$ cat src/rtl/wam_sch.sv
// Mole scheduler: spawns moles from an LFSR, ages them per tick, resolves hits, keeps BCD score and miss count.
// Latency: every output is registered; effects of a sampled spawn/hit/expiry appear one cycle later.
// Backpressure: none; tick and hit are single-cycle pulses that are consumed in the cycle they are sampled.
module wam_sch #(
  parameter int HOLES    = 16,
  parameter int MISS_MAX = 8
) (
  input  logic             clk_19,
  input  logic             start,
  input  logic             tick,
  input  logic             run,
  input  logic [3:0]       age,
  input  logic [7:0]       rto,
  input  logic [HOLES-1:0] hit,
  output logic [HOLES-1:0] mol,
  output logic             hit_ok,
  output logic             whiff,
  output logic             miss,
  output logic [7:0]       scr,
  output logic             cout0,
  output logic [3:0]       mcnt,
  output logic             over
);

  localparam int         IW   = $clog2(HOLES);
  localparam logic [3:0] MMAX = 4'(MISS_MAX);

  typedef enum logic [1:0] {IDLE, PLAY, OVER} state_t;

  state_t           state, state_n;
  logic [15:0]      lfsr, lfsr_n;
  logic [HOLES-1:0] mol_n;
  logic [3:0]       cnt   [HOLES];
  logic [3:0]       cnt_n [HOLES];
  logic             hit_ok_n, whiff_n, miss_n, cout0_n;
  logic [7:0]       scr_n;
  logic [3:0]       mcnt_n;

  logic [IW-1:0]    idx;
  logic [3:0]       age_eff;
  logic [HOLES-1:0] land, empty, expire, spawn;

  assign idx     = lfsr[IW-1:0];
  assign age_eff = (age == 4'd0) ? 4'd1 : age;
  assign over    = (state == OVER);

  // Galois LFSR step, free-running so that player timing perturbs which value a tick sees
  always_comb begin
    lfsr_n = lfsr[0] ? ((lfsr >> 1) ^ 16'hB400) : (lfsr >> 1);
  end

  // Per-hole events; a hit on an expiring hole takes precedence over the expiry
  always_comb begin
    land   = hit & mol;
    empty  = hit & ~mol;
    expire = '0;
    spawn  = '0;
    for (int i = 0; i < HOLES; i++) begin
      expire[i] = tick && mol[i] && (cnt[i] == 4'd1) && !hit[i];
    end
    if (tick && (lfsr[15:8] < rto) && !mol[idx]) begin
      spawn[idx] = 1'b1;
    end
  end

  // Next-state and next-output logic; only PLAY produces events
  always_comb begin
    state_n  = state;
    mol_n    = mol;
    cnt_n    = cnt;
    hit_ok_n = 1'b0;
    whiff_n  = 1'b0;
    miss_n   = 1'b0;
    cout0_n  = 1'b0;
    scr_n    = scr;
    mcnt_n   = mcnt;
    case (state)
      IDLE: begin
        if (run) state_n = PLAY;
      end
      PLAY: begin
        if (!run) begin
          state_n = IDLE;
          mol_n   = '0;
        end else begin
          mol_n = (mol & ~land & ~expire) | spawn;
          for (int i = 0; i < HOLES; i++) begin
            if (spawn[i]) begin
              cnt_n[i] = age_eff;
            end else if (tick && mol[i] && (cnt[i] != 4'd1)) begin
              cnt_n[i] = cnt[i] - 4'd1;
            end
          end
          hit_ok_n = |land;
          whiff_n  = |empty;
          miss_n   = |expire;
          // One point per cycle regardless of how many moles were hit; score sticks at 99
          if ((|land) && (scr != 8'h99)) begin
            if (scr[3:0] == 4'd9) begin
              scr_n   = {scr[7:4] + 4'd1, 4'd0};
              cout0_n = 1'b1;
            end else begin
              scr_n = scr + 8'd1;
            end
          end
          if ((|expire) && (mcnt != MMAX)) mcnt_n = mcnt + 4'd1;
          if ((|expire) && (mcnt_n == MMAX)) begin
            state_n = OVER;
            mol_n   = '0;
          end
        end
      end
      OVER: begin
        if (!run) state_n = IDLE;
      end
      default: state_n = IDLE;
    endcase
  end

  // State register
  always_ff @(posedge clk_19) begin
    if (start) state <= IDLE;
    else       state <= state_n;
  end

  // Datapath registers; start also drops any pulse that would have fired this edge
  always_ff @(posedge clk_19) begin
    if (start) begin
      lfsr   <= 16'hACE1;
      mol    <= '0;
      hit_ok <= 1'b0;
      whiff  <= 1'b0;
      miss   <= 1'b0;
      cout0  <= 1'b0;
      scr    <= 8'h00;
      mcnt   <= 4'd0;
      for (int i = 0; i < HOLES; i++) cnt[i] <= 4'd0;
    end else begin
      lfsr   <= lfsr_n;
      mol    <= mol_n;
      hit_ok <= hit_ok_n;
      whiff  <= whiff_n;
      miss   <= miss_n;
      cout0  <= cout0_n;
      scr    <= scr_n;
      mcnt   <= mcnt_n;
      for (int i = 0; i < HOLES; i++) cnt[i] <= cnt_n[i];
    end
  end

endmodule

$ cat config.mk
export PLATFORM = sky130hd
export DESIGN_NAME = wam_sch
export DESIGN_NICKNAME = d
export VERILOG_FILES = /design/src/rtl/wam_sch.sv
export SDC_FILE = /design/constraint.sdc
export NUM_CORES = 1
export LEC_CHECK = 0
export CAP_MARGIN = 20
export CORE_AREA = 10 10 139 141
export CTS_BUF_LIST = sky130_fd_sc_hd__clkbuf_16
export DETAILED_ROUTE_END_ITERATION = 10
export DIE_AREA = 0 0 149 151
export PLACE_DENSITY = 0.64
export SYNTH_ARGS = -nofsm -noshare
export SYNTH_HDL_FRONTEND = slang
export SYNTH_SLANG_ARGS = --single-unit
$ cat constraint.sdc
create_clock -name clk_19 -period 3.29 [get_ports clk_19]
set_clock_uncertainty 0.15 [all_clocks]
set_input_delay 0.329 -clock clk_19 [delete_from_list [all_inputs] [get_ports clk_19]]
set_output_delay 0.329 -clock clk_19 [all_outputs]
set_load 0.02 [all_outputs]
; Word-level counts from Yosys, hierarchy flattened
; Cells that the tools add are included.
[op_classes]
shift = 0
magnitude_cmp = 3
n_reduce_logical = 129
muxes = 51
mul = 0
n_eq_ne = 41
n_div = 0
add_sub_neg = 19
bitwise_logic = 12
[ops]
columns = op, n
row1 = two-way mux 4 bit, 36
row2 = logical AND 1 bit, 70
row3 = AND 16 bit, 4
row4 = equality test 4 x 1 -> 1 bit (second input constant), 16
row5 = two-way mux 16 bit, 4
row6 = inequality test 4 x 1 -> 1 bit (second input constant), 16
row7 = subtractor 4 x 1 -> 4 bit (second input constant), 16
row8 = AND reduction 3 bit, 18
row9 = inverter 16 bit, 3
row10 = OR reduction 16 bit, 3
row11 = nonzero test 2 bit, 16
row12 = logical NOT 1 bit, 17
row13 = OR 16 bit, 1
row14 = adder 4 x 1 -> 4 bit (second input constant), 2
row15 = adder 8 x 1 -> 8 bit (second input constant), 1
row16 = equality test 4 bit (second input constant), 2
row17 = less-than comparator 8 bit, 1
row18 = two-way mux 2 bit, 4
row19 = two-way mux 8 bit, 1
row20 = inequality test 8 bit (second input constant), 1
row21 = case mux 2 bit (3 select lines), 1
row22 = less-than comparator 4 x 5 -> 1 bit (second input constant), 1
row23 = binary-select mux 1 bit (select 4 bit), 1
row24 = demux 1 bit (select 4 bit), 1
row25 = other kinds (14), 19
[word_totals]
ff_bits = 114
n_memories = 0
mem_bits_rw = 0
latchBits = 0
mem_bits_ro = 0
inputBits = 32
out_inout_bits = 33
elab_cells = 280

; Depth between registers and ports, before layout
; Gate-level depths: netlist (run 1).
[depth]
ltp_word = 13
depth_mapped = 11
ltp_nobuf = 9

; Worst setup path after synthesis (run 1)
; OpenSTA, ideal clock, no wires.
[synth_path]
path_type = input port to flip-flop
from = input port rto[3]
to = register cnt[44] (netlist bit)
n_path_buf = 2
arrival_time_ns = 2.105
cell_stages = 10
required_ns = 3.008
setup_time_ns = 0.132
path_slack_ns = 0.903
path_cell_list = inv_1 ha_1 o21a_1 nor2_1 or4_1 and3_1 clkbuf_1 buf_2 a221oi_1 a21oi_1
[synth_via]
elab_chain_len = 6
word_cells_on_any_way = 7
classes_between = order compare (1) / mux (2) / reduce/logical (4)
[synth_rtl]
columns = item, line_no
row1 = start: declaration, 13  ; input logic [7:0] rto,
row2 = less-than comparator 8 bit *, 61  ; if (tick && (lfsr[15:8] < rto) && !mol[idx]) begin
row3 = logical AND 1 bit * (2 in series), 61
row4 = two-way mux 16 bit *, 61
row5 = nonzero test 2 bit (no line), n/a
row6 = AND reduction 3 bit (no line), n/a
row7 = end: declaration, 33  ; logic [3:0] cnt [HOLES];
; Mark *: on every way between the ends. The rest lies on a longest branch, timed or not.
; A chain may end at the register's enable or synchronous reset.

; Final worst setup path (run 1)
[layout_path]
from = register cnt[21] (netlist bit)
to = register mol[5]
[layout_via]
elab_chain_len = 12
[layout_rtl]
columns = item, line_no
row1 = equality test 4 x 1 -> 1 bit *, 59  ; expire[i] = tick && mol[i] && (cnt[i] == 4'd1) && !hit[i];
row2 = logical AND 1 bit * (2 in series), 59
row3 = OR reduction 16 bit *, "106, 107"
row4 = logical AND 1 bit, 106  ; if ((|expire) && (mcnt != MMAX)) mcnt_n = mcnt + 4'd1;
row5 = two-way mux 4 bit, 106
row6 = two-way mux 4 bit, 82  ; if (!run) begin
row7 = two-way mux 4 bit, 77  ; case (state)
row8 = equality test 4 bit, 107  ; if ((|expire) && (mcnt_n == MMAX)) begin
row9 = logical AND 1 bit *, 107
row10 = two-way mux 16 bit *, 107
row11 = two-way mux 16 bit *, 82
row12 = end signal: assignment, 140  ; mol <= mol_n;
row13 = end: declaration, 15  ; output logic [HOLES-1:0] mol,
; Mark *: on every way between the ends. The rest lies on a longest branch, timed or not. The select of a mux whose other input is x is not followed.

==> metrics.txt, run 1 <==
Post-Syn Area 0.00729 mm²; fmax between 0.3 and 0.4 GHz; TritonRoute pass-1 iters 5; Pwr Total 3.65 mW; Yosys reg bits 114; Max-Cap Viols 0; post-layout min period 2820 ps; clk sinks between 100 and 150; CP arrival approximately 3000 ps; clk slew on worst S/H paths 60 ps; register area share after synthesis 0.313; multiplexer share of the synthesized area 0.0156; CP endpoint kind flip-flop; die width between 100 and 150 µm; hpwl dp around 16000 µm; Cell Pwr Density ~410 mW/mm²; CTS tree yes; Hold Fails Final Rpt 0; Starting Density 0.443; io pins 65; final WL 22800 µm; Post-Synth Simple-Gate Area 0.327; Pleak around 2.7 nW; Mapped Nets ~1k; final net count approximately 1.1k; Worst-Skew Late Latency 420 ps; via density per instance roughly 6.0; Synth Flop Type dfxtp_1; CTS Hold Buffers Added 0; Peak supply drop ~370 µV; Hold Crit Class input port to flip-flop; largest family of logic cells by synthesized area simple AND/OR/NAND/NOR gates; drt wl/cell between 15 and 20 µm; Initial DRC Count around 620; worst slew pin tran around 890 ps; # setup viols final 0; Avg Cell Area, Syn 7.76 µm²; Worst Setup Path Type flip-flop to flip-flop; area post-placement between 0.008 and 0.009 mm²; outcome finished, final reports clean; Yosys cell types 61; final-layout fill cell count between 1.5k and 2k; Post-Syn Instances 940; CTS Buf Count 17; Final GP Congestion 0.893; most common cell after layout, fill and taps aside dfxtp_1; Layout Cells excl Fill about 1.2k; GRT Total Usage 0.203; Slew Limit Fails 0; root buf cell clkbuf_16; final worst-path cycle share 0.858; Post-CTS Setup Inserts 0; height of the die ~150 µm; Vias around 7.3k; Post-synth EDFFs 0; post-synthesis adder-cell area fraction 0.0738; Core Area between 0.015 and 0.02 mm²; Synth Area in XOR/XNOR 0.0132; post_cts resized 0; final instance area about 0.009 mm²; crit-path max FO 15; H-tree depth 4; gr ovfl total 0; CP Launch Type flip-flop; post-synthesis compound-gate area fraction 0.194; # rows between 40 and 50; Remaining DRCs 0; post-route ant nets 0; Req. time, crit path approximately 3400 ps; commonest cells after routing, fill and taps aside dfxtp_1, nand3_1, nand2_1; max_slew headroom 0.407; unrepaired setup endpoints after global routing no; largest net degree at the start of global routing 88; vias in the first global route approximately 7k; final total negative setup slack 0 ps; first-pass GRT wire length about 37000 µm; antenna diode count 0; share of cells above drive strength 1 0.104; synthesis warning total 0; antenna violations before repair 0; PortBufs 64; Placed Cells incl. Taps ~1.2k; die area approximately 0.022 mm²; Area Growth Syn to Fin 20.7%; clk buf depth 2; share of flip-flops with an asynchronous set or reset 0
[critical path: stages (launching register included)]
cell and delay, ps:
dfxtp_1 330, inv_1 80, ha_1 130, or3b_2 480
nor3_1 460, nor4_1 130, nand4b_1 250, o21ai_1 200
nand2_1 110, buf_4 240, o21ai_0 120
[final timing paths]
path         startpoint  endpoint  slack [ps]  cells after the start
max             cnt[21]    mol[5]         470                     10
min               start  lfsr[13]         200                      3
max reg2reg     cnt[21]    mol[5]         470                     10
min reg2reg     lfsr[6]   lfsr[5]         260                      1
[layout make-up]
type,instances,area [µm²],area share
multi-input cells,708,4550,0.517
flip-flops and latches,114,2280,0.259
repair buffers,89,865,0.0982
clock buffers,17,425,0.0483
well taps,220,275,0.0313
inverters,64,240,0.0273
clock inverters,15,168,0.0190
[cell families (layout without fill, tap and decap cells)]
kind of cell,count (synthesis),count (layout)
AOI/OAI and AO/OA,217,217
xor gates and xnor gates,11,11
muxes,6,6
DFF,114,114
and+or+nand+nor,431,431
adders and majority gates,43,43
buffers and inverters,118,185
[metal layers]
| metal | vias to the layer above | GRT usage | routed length [µm] |
|---|---|---|---|
| li1 | 3580 | - | - |
| met1 | 3406 | 0.263 | 10100 |
| met2 | 278 | 0.321 | 10400 |
| met3 | 42 | 0.0549 | 1840 |
| met4 | 0 | 0.0667 | 492 |
| met5 | - | 0 | 0 |
[state kept, by name (all words and copies together) (netlist names)]
| signal | cells |
|---|---|
| state | 2 |
| cnt | 64 |
| miss | 1 |
| hit_ok | 1 |
| scr | 8 |
| mcnt | 4 |
| cout0 | 1 |
| whiff | 1 |
| lfsr | 16 |
| mol | 16 |
[synth_stat cells, drive strengths merged (2+ instances only)]
cell	number	area (µm²)
a32oi	5	43.8
dfxtp	114	2280
nor2	38	143
or4	21	161
ha	43	538
o211ai	3	22.5
nor3	84	447
and3	6	37.5
nand3b	5	37.5
or3b	14	123
or3	12	75.1
o22ai	9	56.3
nor4	13	171
a2111oi	11	110
buf	10	58.8
nand3	89	445
clkbuf	44	165
and2	7	43.8
mux4	4	93.8
o21ai	32	160
xnor2	7	61.3
nor3b	4	30.0
o32ai	4	35.0
or2	9	56.3
nand2b	6	37.5
nor2b	25	156
a22o	6	52.6
o221a	8	90.1
a21oi	66	342
a31oi	51	319
xor2	4	35.0
nand4	6	37.5
a221oi	7	61.3
inv	63	236
nand2	86	330
nor4b	3	26.3
a22oi	9	67.6
mux2i	2	20.0
[where the power goes]
group	internal (mW)	total (mW)	switching [mW]	leakage, nW
sequential	1.41	1.44	0.0290	0.924
clock	1.18	1.87	0.693	0.266
combinational	0.130	0.335	0.204	1.54
total	2.72	3.65	0.926	2.73
[stage by stage]
step            util  hold WS (ps)  setup WS (ps)
6_report       0.535           205            466
5_1_grt        0.535           241            232
4_1_cts        0.535           210            516
3_5_place_dp   0.499           244            135
3_3_place_gp   0.498           241            175
2_1_floorplan      -           239            903
Power figures use the tool's default switching activity.
==> inputs of run 2 (changes only) <==
--- a/config.mk
+++ b/config.mk
@@ -11,6 +11,7 @@
 export DETAILED_ROUTE_END_ITERATION = 10
 export DIE_AREA = 0 0 149 151
 export PLACE_DENSITY = 0.64
+export SLEW_MARGIN = 10
 export SYNTH_ARGS = -nofsm -noshare
 export SYNTH_HDL_FRONTEND = slang
 export SYNTH_SLANG_ARGS = --single-unit
==> run 2 against run 1 <==
Compared with the run above:
- cell area is 0.17% higher
- sequential share of layout area barely moved
- die area is the same
- sequential cell count unchanged
- register-to-register slack is essentially flat
- critical path depth down 1
- via count is essentially flat
- worst setup slack improved by 4.0 ps
- fmax rose by 0.14%
- critical path type unchanged
- highest routed layer unchanged
==> metrics.txt, run 2 (synthesis gave the netlist of run 1 again) <==
Layout Cells excl Fill 1227 (unchanged); unrepaired setup endpoints after global routing no (unchanged); max FFs per register 64 (unchanged); crit path from cnt[16] (was cnt[21]); # rows 47 (unchanged); root buf cell clkbuf_16 (unchanged); Finished Core Util 0.536 (was 0.535); CP arrival 2960 ps (was 2980 ps); Core Area 0.0165 mm² (unchanged); Pwr Total 3.70 mW (was 3.65 mW); via density per instance 5.96 (was 5.95); Hold Fails Final Rpt 0 (unchanged); final total negative setup slack 0 ps (unchanged); CP Launch Type flip-flop (unchanged); post-route ant nets 0 (unchanged); CP endpoint kind flip-flop (unchanged); clk buf depth 2 (unchanged); final instance area 0.00882 mm² (was 0.00880 mm²); top flop regs cnt x64, lfsr x16, mol x16 (unchanged); Starting Density 0.443 (unchanged); Placed Cells incl. Taps 1195 (unchanged); vias in the first global route 6832 (was 6816); Req. time, crit path 3430 ps (was 3440 ps); grt met2 use 0.320 (was 0.321); Largest stage delay, worst path 470 ps (was 480 ps); most common cell after layout, fill and taps aside dfxtp_1 (unchanged); Setup crit end mol[15] (was mol[5]); drt wl/cell 18.8 µm (was 18.6 µm); M1 GR Usage 0.270 (was 0.263); outcome finished, final reports clean (unchanged); Hold Crit Class input port to flip-flop (unchanged); Worst Setup Path Type flip-flop to flip-flop (unchanged); io pins 65 (unchanged); share of cells above drive strength 1 0.107 (was 0.104); Post-CTS Setup Inserts 0 (unchanged); Worst-Skew Late Latency 430 ps (was 420 ps); CTS Hold Buffers Added 0 (unchanged); H-tree depth 4 (unchanged); final net count 1069 (unchanged); Pleak 2.76 nW (was 2.73 nW); Cell Pwr Density 420 mW/mm² (was 414 mW/mm²); Max-Cap Viols 0 (unchanged); gr busiest metal met2 (unchanged); die width 149 µm (unchanged); Worst R2R End mol[15] (was mol[5]); area post-placement 0.00821 mm² (about the same); CTS tree yes (unchanged); R2R Path Start cnt[16] (was cnt[21]); max_slew headroom 0.412 (was 0.407); CTS Buf Count 17 (unchanged); worst path cell trace ha_1, or3b_2, nor3_1, nor4_1, nand4b_1, o21ai_1, nand2_1, buf_4, o21ai_0 (was inv_1, ha_1, or3b_2, nor3_1, nor4_1, nand4b_1, o21ai_1, nand2_1, buf_4, o21ai_0); hpwl dp 16100 µm (was 16000 µm); final WL 23000 µm (was 22800 µm); final worst-path cycle share 0.857 (was 0.858); first-pass GRT wire length 36800 µm (was 36500 µm); antenna diode count 0 (unchanged); Worst Setup Slack, final 470 ps (was 466 ps); post_cts resized 0 (unchanged); crit-path max FO 15 (unchanged); Initial DRC Count 664 (was 618); R2R Setup Slk 470 ps (about the same); worst hold slack 216 ps (was 205 ps); Most flops, register cnt (unchanged); clk slew on worst S/H paths 60 ps (about the same); antenna violations before repair 0 (unchanged); Slew Limit Fails 0 (unchanged); Final GP Congestion 0.893 (unchanged); die area 0.0225 mm² (unchanged); TritonRoute pass-1 iters 5 (unchanged); Reg2Reg Depth 9 (was 10); Remaining DRCs 0 (unchanged); met3 Usage GRT 0.0513 (was 0.0549); gr ovfl total 0 (unchanged); post-layout min period 2820 ps (about the same); Area Growth Syn to Fin 20.9% (was 20.7%); height of the die 151 µm (unchanged); commonest cells after routing, fill and taps aside dfxtp_1, nand3_1, nand2_1 (unchanged); PortBufs 64 (unchanged); worst slew pin tran 879 ps (was 888 ps); fmax 0.355 GHz (was 0.354 GHz); pre-CTS setup slack 115 ps (was 135 ps); clk sinks 114 (unchanged); largest net degree at the start of global routing 88 (unchanged); GRT Total Usage 0.204 (was 0.203); slowest cell on the critical path or3b_2 (unchanged); Peak supply drop 395 µV (was 365 µV); # setup viols final 0 (unchanged); Vias 7308 (was 7306)
## run 2: worst min-delay path by stage
| stage | start | to | slack [ps] | cells past startpoint |
|---|---|---|---|---|
| detailed placement | lfsr[6] | lfsr[5] | 240 | 1 |
| finish | start | lfsr[13] | 220 | 3 |
| floorplan | lfsr[6] | lfsr[5] | 240 | 1 |
| CTS | start | lfsr[13] | 220 | 3 |
| global placement | lfsr[6] | lfsr[5] | 240 | 1 |
| global route | start | lfsr[10] | 250 | 3 |
## run 2: layer usage
metal  part of all wire  wire [µm]  vias up
met5                  0          0        -
met4              0.018        417        0
met3              0.076       1750       36
met2               0.46      10500      256
met1               0.45      10300     3428
li1                   -          -     3588
## run 2: worst max-delay path, delay by kind of cell (launching register included)
family / cells / cell delay [ps]
compound gates: 2 / 320
simple gates: 5 / 1400
buf+inv: 1 / 240
flops: 1 / 390
fa+ha+maj: 1 / 170
## run 2: area by class of cell
cell class              instances  area, µm²
inverters                      64        240
clock inverters                15        186
repair buffers                 89        861
flip-flops and latches        114       2280
fillers                      1571       7650
multi-input cells             708       4550
well taps                     220        275
clock buffers                  17        425
## run 2: where the power goes
group	internal, mW	total [mW]	switching (mW)
combinational	0.130	0.336	0.206
sequential	1.41	1.44	0.0290
clock	1.20	1.93	0.728
total	2.74	3.70	0.963
==> inputs of run 3 (changes only) <==
--- a/config.mk
+++ b/config.mk
@@ -5,11 +5,12 @@
 export SDC_FILE = /design/constraint.sdc
 export NUM_CORES = 1
 export LEC_CHECK = 0
+export ABC_AREA = 1
 export CAP_MARGIN = 20
-export CORE_AREA = 10 10 139 141
+export CORE_AREA = 2 2 132 134
 export CTS_BUF_LIST = sky130_fd_sc_hd__clkbuf_16
 export DETAILED_ROUTE_END_ITERATION = 10
-export DIE_AREA = 0 0 149 151
+export DIE_AREA = 0 0 134 136
 export PLACE_DENSITY = 0.64
 export SLEW_MARGIN = 10
 export SYNTH_ARGS = -nofsm -noshare
==> constraint.sdc (replaced) <==
create_clock -name clk_19 -period 3.3 [get_ports clk_19]
set_clock_uncertainty 0.15 [all_clocks]
set_input_delay 0.33 -clock clk_19 [delete_from_list [all_inputs] [get_ports clk_19]]
set_output_delay 0.33 -clock clk_19 [all_outputs]
set_load 0.02 [all_outputs]
==> run 3 against run 2 <==
Compared with the run above:
- sequential power about the same
- sequential cell count unchanged
- combinational power fell by 7.4%
- area after synthesis grew 2.6%
- die area fell by 19%
- synthesized cell count rose by 17%
- critical path type unchanged
- largest power group unchanged
==> metrics.txt, run 3 <==
Req. time, crit path 3470 ps (was 3430 ps); Largest stage delay, worst path 350 ps (was 470 ps); fmax 0.386 GHz (was 0.355 GHz); Post-Synth Simple-Gate Area 0.306 (was 0.327); Worst Setup Slack, final 706 ps (was 470 ps); via density per instance 5.13 (was 5.96); CP Buf/Inv Count 2 (was 1); Max-Cap Viols 0 (unchanged); multiplexer share of the synthesized area 0 (was 0.0156); power share of the combinational group 0.092 (was 0.091); register area share after synthesis 0.305 (was 0.313); Yosys cell types 40 (was 61); Core Area 0.0169 mm² (was 0.0165 mm²); hold depth 2 (was 3); most common cell in the netlist nand2_1 (was dfxtp_1); switching part of the total 0.260 (about the same); Mapped Nets 1178 (was 1015); gr ovfl total 0 (unchanged); hold endpoint lfsr[4] (was lfsr[13]); Reg2Reg Depth 16 (was 9); clk buf depth 2 (unchanged); hold_sp lfsr[5] (was start); Layout Cells excl Fill 1407 (was 1227); Synth Flop Type dfxtp_1 (unchanged); pre-CTS setup slack 272 ps (was 115 ps); Worst-Skew Late Latency 420 ps (was 430 ps); die width 134 µm (was 149 µm); Pleak 3.70 nW (was 2.76 nW); Worst R2R End state[1] (was mol[15]); CP endpoint kind flip-flop (unchanged); R2R Path Start cnt[17] (was cnt[16]); GRT Total Usage 0.230 (was 0.204); Yosys reg bits 114 (unchanged); Post-Syn Area 0.00748 mm² (was 0.00729 mm²); sequential power share 0.417 (was 0.389); # rows 48 (was 47); sw power 882 µW (was 963 µW); Starting Density 0.443 (about the same); io pins 65 (unchanged); drt wl/cell 14.5 µm (was 18.8 µm); final WL 20300 µm (was 23000 µm); post-layout min period 2590 ps (was 2820 ps); Worst Setup Path Type flip-flop to flip-flop (unchanged); clk sinks 114 (unchanged); Remaining DRCs 0 (unchanged); commonest cells in the netlist nand2_1, inv_1, nor2_1 (was dfxtp_1, nand3_1, nand2_1); Hold Crit Class flip-flop to flip-flop (was input port to flip-flop); Final GP Congestion 0.937 (was 0.893); grt met2 use 0.378 (was 0.320); crit-path max FO 17 (was 15); Pwr Total 3.40 mW (was 3.70 mW); Worst path depth 16 (was 9); clock share of power 0.492 (was 0.520); P_int 2.51 mW (was 2.74 mW); top cells by area, synth dfxtp_1, nand2_1, inv_1, ha_1, nand3_1 (was dfxtp_1, ha_1, nand3_1, nor3_1, a21oi_1); commonest cells after routing, fill and taps aside nand2_1, inv_1, nor2_1 (was dfxtp_1, nand3_1, nand2_1); Slew Limit Fails 0 (unchanged); Vias 7221 (was 7308); R2R Setup Slk 710 ps (was 470 ps); Yosys top cell area share 0.305 (was 0.313); CP arrival 2760 ps (was 2960 ps); antenna diode count 0 (unchanged); gr busiest metal met2 (unchanged); Cell Pwr Density 383 mW/mm² (was 420 mW/mm²); TritonRoute pass-1 iters 5 (unchanged); top flop regs cnt x64, lfsr x16, mol x16 (unchanged); largest net degree at the start of global routing 55 (was 88); root buf cell clkbuf_16 (unchanged); largest family of logic cells by synthesized area simple AND/OR/NAND/NOR gates (unchanged); final net count 1245 (was 1069); M1 GR Usage 0.303 (was 0.270); met3 Usage GRT 0.0403 (was 0.0513); unrepaired setup endpoints after global routing no (unchanged); die area 0.0182 mm² (was 0.0225 mm²); CTS Hold Buffers Added 0 (unchanged); hpwl dp 14400 µm (was 16100 µm); Synth Area in XOR/XNOR 0.0398 (was 0.0132); post-synthesis compound-gate area fraction 0.177 (was 0.194); post-route ant nets 0 (unchanged); Initial DRC Count 438 (was 664); worst slew pin tran 675 ps (was 879 ps); cell taking the most area after synthesis dfxtp_1 (unchanged); synthesis warning total 0 (unchanged); height of the die 136 µm (was 151 µm); first-pass GRT wire length 33000 µm (was 36800 µm); Post-CTS Setup Inserts 0 (unchanged); post-synthesis adder-cell area fraction 0.0719 (was 0.0738); CTS tree yes (unchanged); final total negative setup slack 0 ps (unchanged); outcome finished, final reports clean (unchanged); most common cell after layout, fill and taps aside nand2_1 (was dfxtp_1); PortBufs 64 (unchanged); worst path cell trace inv_1, ha_1, nand3_1, nor2_1, nor2_1, nand2_1, nor2_1, nand2_2, nand2_1, nand2_1, nand2_1, nor2_1, nand3_2, buf_12, nand2_1, and3_1 (was ha_1, or3b_2, nor3_1, nor4_1, nand4b_1, o21ai_1, nand2_1, buf_4, o21ai_0); Post-synth EDFFs 0 (unchanged); Area Growth Syn to Fin 18.7% (was 20.9%); Crit path max-delay family simple AND/OR/NAND/NOR gates (unchanged); Post-Syn Instances 1103 (was 940); share of cells above drive strength 1 0.0863 (was 0.107); max_slew headroom 0.549 (was 0.412); Hold Fails Final Rpt 0 (unchanged); post_cts resized 0 (unchanged); Peak supply drop 356 µV (was 395 µV); vias in the first global route 6551 (was 6832); CP Launch Type flip-flop (unchanged); H-tree depth 4 (unchanged); CP most frequent cell nand2_1; worst hold slack 252 ps (was 216 ps); CTS Buf Count 17 (unchanged); slowest cell on the critical path nor2_1 (was or3b_2); max FFs per register 64 (unchanged); Most flops, register cnt (unchanged); # setup viols final 0 (unchanged); share of flip-flops with an asynchronous set or reset 0 (unchanged); Placed Cells incl. Taps 1376 (was 1195); Avg Cell Area, Syn 6.78 µm² (was 7.76 µm²); antenna violations before repair 0 (unchanged); clk slew on worst S/H paths 60 ps (about the same); final worst-path cycle share 0.786 (was 0.857)
[run 3: changes by cell type in the layout (fill, tap and decap cells not counted), moves of 20 or more]
cell / delta
nand2_1: +122
inv_1: +82
nor2_1: +82
nor3_1: -76
o21ai_0: +60
a31oi_1: -50
o21ai_1: +37
a21oi_1: +27
nor2b_1: -25
xor2_1: +25
or4_1: -20
[run 3: layout make-up]
type | instances | area, µm²
clock buffers | 17 | 425
clock inverters | 14 | 101
fillers | 1647 | 8000
inverters | 151 | 567
multi-input cells | 807 | 4450
flip-flops and latches | 114 | 2280
well taps | 225 | 282
repair buffers | 79 | 773
[run 3: cell families after synthesis]
group / Yosys count
and+or+nand+nor: 480
AOI/OAI and AO/OA: 250
adders and majority gates: 43
buffers and inverters: 182
DFF: 114
xor gates and xnor gates: 34
[run 3: worst max-delay path by stage]
stage                          end    start
after global routing      state[1]  cnt[17]
after detailed placement   cnt[33]   rto[3]
after CTS                 state[1]  cnt[17]
final                     state[1]  cnt[17]
after floorplan            cnt[56]   rto[3]
after global placement     cnt[27]   rto[1]
[run 3: per-layer routing]
| layer | part of all wire | wire length [µm] |
|---|---|---|
| met1 | 0.46 | 9290 |
| met2 | 0.47 | 9530 |
| met3 | 0.059 | 1200 |
| met4 | 0.016 | 324 |
| met5 | 0 | 0 |
[run 3: worst reg2reg max path, cell delays in order (launching register included)]
cell	delay, ps
dfxtp_1	320
inv_1	70
ha_1	180
nand3_1	130
nor2_1	70
nor2_1	110
nand2_1	120
nor2_1	350
nand2_2	160
nand2_1	140
nand2_1	60
nand2_1	90
nor2_1	60
nand3_2	80
buf_12	160
nand2_1	90
and3_1	160
[run 3: power groups by stage]
stage | clock, mW | sequential (mW) | combinational (mW)
after CTS | 1.69 | 1.42 | 0.310
final | 1.67 | 1.42 | 0.311
after detailed placement | 0 | 1.44 | 0.309
after floorplan | 0 | 1.44 | 0.192
after global placement | 0 | 1.44 | 0.307
after global routing | 1.74 | 1.42 | 0.341
[run 3: metrics by stage]
step / cell area, µm² / util
after floorplan: 7480 / -
after global placement: 8350 / 0.495
after detailed placement: 8350 / 0.495
after CTS: 8880 / 0.526
after global routing: 8880 / 0.526
final: 8880 / 0.526
